## config.mk

```make
export PLATFORM = sky130hd
export DESIGN_NAME = transform_param_ctrl
export DESIGN_NICKNAME = d
export VERILOG_FILES = /design/src/rtl/transform_param_ctrl.sv
export SDC_FILE = /design/constraint.sdc
export NUM_CORES = 1
export LEC_CHECK = 0
export ABC_CLOCK_PERIOD_IN_PS = 11700
export CORE_ASPECT_RATIO = 1.75
export CORE_MARGIN = 8
export CORE_UTILIZATION = 31
export CTS_BUF_LIST = sky130_fd_sc_hd__clkbuf_8
export CTS_CLUSTER_DIAMETER = 30
export DETAILED_ROUTE_END_ITERATION = 6
export GPL_ROUTABILITY_DRIVEN = 0
export REMOVE_ABC_BUFFERS = 1
export SETUP_SLACK_MARGIN = 0.15
export SYNTH_ARGS = -nofsm -noshare
export SYNTH_HDL_FRONTEND = slang
export SYNTH_SLANG_ARGS = --single-unit
export TNS_END_PERCENT = 5
```

## constraint.sdc

```tcl
create_clock -name clk -period 11.7 [get_ports clk]
set_input_delay 1.755 -clock clk [delete_from_list [all_inputs] [get_ports clk]]
set_output_delay 1.755 -clock clk [all_outputs]
set_load 0.02 [all_outputs]
```

## src/rtl/transform_param_ctrl.sv

```systemverilog
// transform_param_ctrl
//   Configuration controller for the perspective-transform pipeline.
//   The command decoder writes coefficients and the output size into a
//   shadow bank. A commit waits for the next camera frame boundary, lets the
//   transform pipeline drain, then copies the whole shadow bank into the
//   active registers in one cycle. This means no frame is processed with a
//   mix of old and new coefficients.
//
// Ports
//   clk, rst          clock, synchronous active-high reset
//   cfg_valid/ready   write handshake. A transfer happens in any cycle where
//                     cfg_valid & cfg_ready are both high. cfg_ready depends
//                     only on the FSM state, never on cfg_valid.
//   cfg_addr/data     0..8 = T11..T33, 9 = width, 10 = depth
//   cfg_commit        swap request, sampled only while cfg_ready = 1
//   frame_end         one-cycle pulse after the last pixel of a camera frame
//   busy              high whenever the FSM is not in IDLE
//   cfg_err           one-cycle pulse the cycle after a rejected write
//   update_done       one-cycle pulse when new active values first appear
//   T11..T33          active coefficients (signed, 12 fractional bits)
//   img_width/depth   active output image size
//   dbg_state         current FSM state, for observation only
module transform_param_ctrl #(
   parameter int CAM_LINE   = 9,
   parameter int CAM_PIXEL  = 10,
   parameter int COEF_W     = 25,
   parameter int PIPE_DEPTH = 7,
   parameter int DEF_WIDTH  = 160,
   parameter int DEF_DEPTH  = 160
) (
   input  logic                 clk,
   input  logic                 rst,
   input  logic                 cfg_valid,
   output logic                 cfg_ready,
   input  logic [3:0]           cfg_addr,
   input  logic [COEF_W-1:0]    cfg_data,
   input  logic                 cfg_commit,
   input  logic                 frame_end,
   output logic                 busy,
   output logic                 cfg_err,
   output logic                 update_done,
   output logic [COEF_W-1:0]    T11,
   output logic [COEF_W-1:0]    T12,
   output logic [COEF_W-1:0]    T13,
   output logic [COEF_W-1:0]    T21,
   output logic [COEF_W-1:0]    T22,
   output logic [COEF_W-1:0]    T23,
   output logic [COEF_W-1:0]    T31,
   output logic [COEF_W-1:0]    T32,
   output logic [COEF_W-1:0]    T33,
   output logic [CAM_PIXEL-1:0] img_width,
   output logic [CAM_LINE-1:0]  img_depth,
   output logic [1:0]           dbg_state
);

   localparam int CNT_W     = (PIPE_DEPTH > 1) ? $clog2(PIPE_DEPTH) : 1;
   localparam int MAX_WIDTH = 640;
   localparam int MAX_DEPTH = 480;

   typedef enum logic [1:0] {IDLE, WAIT_FRAME, DRAIN, SWAP} state_t;

   state_t               state_q, state_d;
   logic [CNT_W-1:0]     cnt_q, cnt_d;
   logic                 dirty_q;
   logic                 wr_ok, wr_bad, commit_fire, do_swap, done_d;

   logic [COEF_W-1:0]    sh_coef  [9];
   logic [COEF_W-1:0]    act_coef [9];
   logic [CAM_PIXEL-1:0] sh_width, act_width;
   logic [CAM_LINE-1:0]  sh_depth, act_depth;

   // Identity matrix: the diagonal entries are 1.0 in 12-bit fixed point.
   function automatic logic [COEF_W-1:0] coef_default(input int idx);
      return (idx == 0 || idx == 4 || idx == 8) ? COEF_W'(4096) : '0;
   endfunction

   assign cfg_ready   = (state_q == IDLE);
   assign busy        = (state_q != IDLE);
   assign commit_fire = cfg_commit & cfg_ready;
   assign dbg_state   = state_q;

   // Check whether an accepted write targets a valid address with a legal
   // size value. Only the low bits of cfg_data count for width and depth.
   always_comb begin
      wr_ok  = 1'b0;
      wr_bad = 1'b0;
      if (cfg_valid && cfg_ready) begin
         if (cfg_addr <= 4'd8) begin
            wr_ok = 1'b1;
         end else if (cfg_addr == 4'd9) begin
            if ((cfg_data[CAM_PIXEL-1:0] != '0) &&
                (cfg_data[CAM_PIXEL-1:0] <= CAM_PIXEL'(MAX_WIDTH)))
               wr_ok = 1'b1;
            else
               wr_bad = 1'b1;
         end else if (cfg_addr == 4'd10) begin
            if ((cfg_data[CAM_LINE-1:0] != '0) &&
                (cfg_data[CAM_LINE-1:0] <= CAM_LINE'(MAX_DEPTH)))
               wr_ok = 1'b1;
            else
               wr_bad = 1'b1;
         end else begin
            wr_bad = 1'b1;
         end
      end
   end

   always_comb begin
      state_d = state_q;
      cnt_d   = cnt_q;
      do_swap = 1'b0;
      done_d  = 1'b0;
      unique case (state_q)
         IDLE: begin
            // A write in the same cycle as the commit counts toward dirty.
            // This is because the write lands in the shadow bank first.
            if (commit_fire) begin
               if (dirty_q || wr_ok) state_d = WAIT_FRAME;
               else                  done_d  = 1'b1;
            end
         end
         WAIT_FRAME: begin
            if (frame_end) begin
               state_d = DRAIN;
               cnt_d   = CNT_W'(PIPE_DEPTH - 1);
            end
         end
         DRAIN: begin
            if (cnt_q == '0) state_d = SWAP;
            else             cnt_d   = cnt_q - 1'b1;
         end
         SWAP: begin
            state_d = IDLE;
            do_swap = 1'b1;
            done_d  = 1'b1;
         end
         default: state_d = IDLE;
      endcase
   end

   always_ff @(posedge clk) begin
      if (rst) begin
         state_q     <= IDLE;
         cnt_q       <= '0;
         dirty_q     <= 1'b0;
         cfg_err     <= 1'b0;
         update_done <= 1'b0;
         for (int i = 0; i < 9; i++) begin
            sh_coef[i]  <= coef_default(i);
            act_coef[i] <= coef_default(i);
         end
         sh_width  <= CAM_PIXEL'(DEF_WIDTH);
         act_width <= CAM_PIXEL'(DEF_WIDTH);
         sh_depth  <= CAM_LINE'(DEF_DEPTH);
         act_depth <= CAM_LINE'(DEF_DEPTH);
      end else begin
         state_q     <= state_d;
         cnt_q       <= cnt_d;
         cfg_err     <= wr_bad;
         update_done <= done_d;
         if (wr_ok) begin
            dirty_q <= 1'b1;
            for (int i = 0; i < 9; i++)
               if (cfg_addr == 4'(i)) sh_coef[i] <= cfg_data;
            if (cfg_addr == 4'd9)  sh_width <= cfg_data[CAM_PIXEL-1:0];
            if (cfg_addr == 4'd10) sh_depth <= cfg_data[CAM_LINE-1:0];
         end
         // Writes are never accepted in SWAP, so this cannot collide with wr_ok.
         if (do_swap) begin
            dirty_q <= 1'b0;
            for (int i = 0; i < 9; i++) act_coef[i] <= sh_coef[i];
            act_width <= sh_width;
            act_depth <= sh_depth;
         end
      end
   end

   assign T11       = act_coef[0];
   assign T12       = act_coef[1];
   assign T13       = act_coef[2];
   assign T21       = act_coef[3];
   assign T22       = act_coef[4];
   assign T23       = act_coef[5];
   assign T31       = act_coef[6];
   assign T32       = act_coef[7];
   assign T33       = act_coef[8];
   assign img_width = act_width;
   assign img_depth = act_depth;

endmodule

```

---- Word level (Yosys, flattened, before mapping) ----
Memory sizes are Yosys's and may differ from the RTL's.
Index checks and enable logic that the tools add are counted.
storage, ports and cells
  register bits ........................... 46
  memory bits (writable) .................. 450
  input port bits ......................... 34
  output and inout port bits .............. 250
  word-level logic and storage cells ...... 151
  memories ................................ 2
operators by class
  $add $sub $neg .......................... 1
  $lt $le $gt $ge ......................... 3
  eq/ne operators ......................... 18
  muxes and demuxes ....................... 81
  bitwise operators ....................... 20
  reduce and logical (&&, ||, !) cells .... 17
memory list
  memory    depth  width  rd ports  clocked after memory_dff  write ports  line  source
  act_coef  9      25     9         0                         9            68    logic [COEF_W-1:0] act_coef [9];
  sh_coef   9      25     9         0                         9            67    logic [COEF_W-1:0] sh_coef [9];
operators by type and width
  kind                    count
  $mux W25                18
  $mux W1                 54
  $or A1 B1 Y1            18
  $eq A4 B3 Y1 const B    4
  $eq A4 B4 Y1 const B    3
  $le A10 B10 Y1 const B  1
  $reduce_bool A10 Y1     1
  $le A9 B9 Y1 const B    1
  $reduce_bool A9 Y1      1
  $eq A4 B2 Y1 const B    2
  $mux W2                 4
  $pmux W2 S4             1
  $mux W3                 2
  $ne A2 B2 Y1 const B    3
  $pmux W3 S2             1
  $eq A2 B2 Y1 const B    2
  $eq A4 B1 Y1 const B    1
  $le A4 B4 Y1 const B    1
  $logic_not A4 Y1        1
  $ne A2 B1 Y1 const B    2
  $reduce_and A2 Y1       2
  $reduce_and A4 Y1       1
  $reduce_bool A2 Y1      2
  $logic_and A1 B1 Y1     3
  other kinds (11)        11

---- Depth between registers and ports, before layout ----
  depth in word-level cells ............... 11
  gate-level depth with buffers ........... 8
  gate-level depth less buffers ........... 8

---- Worst setup path before layout ----
OpenSTA, ideal clock, no wires.
  path kind ............................... input -> register
  start point ............................. in rst
  end point ............................... reg dirty_q
  setup time .............................. 0.115 ns
  data arrival time ....................... 5.171 ns
  data required time ...................... 11.585 ns
  slack ................................... 6.414 ns
  stages .................................. 3
  path buffers ............................ 1
  path through ............................ clkbuf_1 -> or2_2 -> o21ba_2
on the way
  cells in the longest elaborated chain, start to end .. 1
RTL lines
  element                     line  source
  start: declaration          32    input logic rst,
  $reduce_or A2 Y1 (no line)  -
  end signal: assignment      145   dirty_q <= 1'b0;
  end signal: assignment      162   dirty_q <= 1'b1;
  end signal: assignment      170   dirty_q <= 1'b0;
  end: declaration            64    logic dirty_q;
No other way between the ends.
A chain may end at the register's enable or synchronous reset.

==> flow_summary.yaml <==
run_status:
  status: "completed"
sta:
  slew_headroom_pct: 23.03
  period_needed_ps: 4506
  hold_viol_final: 0
  hold_ws_ps: 477.5
  skew_ps: 22.86
  tightest_slew_ps: 1153
  fmax_mhz: 221.9
  timing.setup.tns_ps: 0
  rsz0062_at_grt: "no"
  setup_violations: 0
  drv_slew: 0
  period_share_pct: 38.51
  worst_slack_ps: 7194
global_routing:
  grt_pass1_vias: 9349
  grt_pass1_wl_mm: 60.70
  grt_use_total_pct: 12.81
  antenna_found_initial: 1
  grt-ovfl-total: 0
  grt_max_degree: 132
synth:
  synthCells: 963
  synthTopCellsByArea: "edfxtp_1, and2_1, dfxtp_1"
  yosys.area_share.simple_pct: 11.80
  synth_warnings: 0
  synth_area_um2: 17270
  syn_area_per_cell_um2: 17.93
  synth_compound_area_share_pct: 1.406
  synth_cell_types: 39
  synthFlopType: "edfxtp_1"
  synth_xor_area_share_pct: 0
  synth_top_area_share_pct: 78.26
  synth_top_family_by_area: "simple AND/OR/NAND/NOR gates"
  synthAdderAreaFrac_pct: 0.4348
  yosysSeqAreaShare_pct: 83.59
  synth_area_leader_cell: "edfxtp_1"
  synth_edf_count: 450
  muxShareOfSynthArea_pct: 1.681
  synth-seq-cells: 496
  synth-async-reset-ratio_pct: 0
cells_and_area:
  mostFrequentLayoutCells: "edfxtp_1, clkdlybuf4s50_1, and2_1"
  fill_cells: 4945
  num-nets-final: 1340
  design_area_um2: 22500
  utilization_pct: 40.77
  area_delta_synth_final_pct: 30.32
  mostFrequentLayoutCell: "edfxtp_1"
  drive_gt1_share_pct: 10.28
  final_cells: 2059
min_path:
  hp-class: "flip-flop to flip-flop"
floorplanning:
  die_area_um2: 63810
  pin_count: 284
  start_util_pct: 31.28
  die_h_um: 328.2
  die_x_um: 194.4
  fp-row-count: 114
  coreArea_um2: 55200
clock_tree:
  clk_pin_slew_ps: 60
  cts_max_level: 3
  cts_resized: 0
  tritoncts: "built"
  cts_hold_buf: 0
  clock_latency_ps: 610
  numCtsBuffers: 80
  clkSinkCount: 496
  clockRootBuffer: "clkbuf_8"
  clock_path_buffers: 3
  post_cts_buffers: 0
detailed_routing:
  vias: 8871
  routed_wl_mm: 41.20
  wl_per_cell_um: 20.01
  drc: 0
  drt-initial-drc-count: 386
  drtPass1Iterations: 5
  ant_nets: 0
  routed_via_density: 4.308
worst_setup_path:
  cp-end-kind: "flip-flop"
  arrival_ps: 4730
  required_ps: 11930
  r2r_slack_ps: 8230
  crit_path_max_fanout: 56
  path_class: "input pin to flip-flop"
  cp-start-kind: "input pin"
pwr:
  leakagePower_nw: 8.081
  combPwrFrac_pct: 11.2
  p_int_mw: 3.015
  swShare_pct: 24.90
  power.total_mw: 4.015
  sequentialPowerShare_pct: 53.1
  ir_drop_mv: 0.1273
  pwr-share-clk_pct: 35.6
  power_switching_mw: 0.9994
  powerDensity_nw_per_um2: 178.4
placed_design:
  placed_cells: 1914
  io_buffer_count: 283
  dp_hpwl_mm: 26.68
  postPlaceCellArea_um2: 20950
  pre_cts_slack_ps: 6478
job:
  cap_violations: 0
registers in the layout, indices dropped and copies added, names as in the netlist:
signal	cells
sh_width	10
act_coef	225
sh_depth	9
img_depth	9
update_done	1
dbg_state	2
cnt_q	3
img_width	10
cfg_err	1
dirty_q	1
sh_coef	225
metal layers:
| layer | track usage [%] | part of all wire (%) |
|---|---|---|
| met1 | 12.25 | 35 |
| met2 | 24.47 | 55 |
| met3 | 4.160 | 7.1 |
| met4 | 5.828 | 3.1 |
| met5 | 0 | 0 |
final cells by class:
cell class	instances	area (µm²)	share of cell area [%]
inverters	8	30.03	0.1334
clock inverters	62	420.4	1.868
clock buffers	82	1129	5.015
diodes	1	2.502	0.01112
multi-input cells	420	2703	12.01
well taps	696	870.8	3.870
flip-flops and latches	496	14430	64.14
repair buffers	294	2915	12.95
worst paths after layout:
| check | startpoint | to | cells past startpoint |
|---|---|---|---|
| worst max register to register | dbg_state[1]$_SDFFE_PP0P_ | act_coef[0][110]$_SDFFCE_PN0P_ | 5 |
| worst max-delay path | rst | act_coef[0][110]$_SDFFCE_PN0P_ | 5 |
| worst min register to register | sh_depth[5]$_SDFFE_PP1P_ | sh_depth[5]$_SDFFE_PP1P_ | 2 |
| worst min-delay path | sh_depth[5]$_SDFFE_PP1P_ | sh_depth[5]$_SDFFE_PP1P_ | 2 |
cells by family (layout without fill, tap and decap cells):
group           count (synthesis)  in the layout
simple gates                  348            348
flops                         496            496
mux                            29             29
compound gates                 37             37
buf+inv                        47            446
fa+ha+maj                       6              6
other cells                     0              1
worst max-delay path, stage by stage:
cell and delay, ps:
clkdlybuf4s50_1 460, buf_4 380, or2_4 710, buf_4 680
buf_4 620
synth_stat cells (all sizes together) (2+ instances only):
cell / instances
nor2: 28
nand2: 26
edfxtp: 450
o21ai: 14
nand2b: 6
nor2b: 6
dfxtp: 46
o31ai: 2
o211a: 3
mux2i: 29
nor4: 4
clkbuf: 32
nor3: 5
a21oi: 11
buf: 7
ha: 6
nand3: 17
a311oi: 2
nand4: 2
or4: 2
and2: 248
inv: 8
power groups by stage:
stage                     Combinational [mW]  Clock [mW]  Sequential (mW)
final                                  0.450        1.43             2.13
after global routing                   0.483        1.55             2.15
after CTS                              0.462        1.48             2.14
after detailed placement               0.460           0             2.17
after global placement                 0.454           0             2.17
after floorplan                        0.136           0             2.25
(Power assumes the default switching activity.)
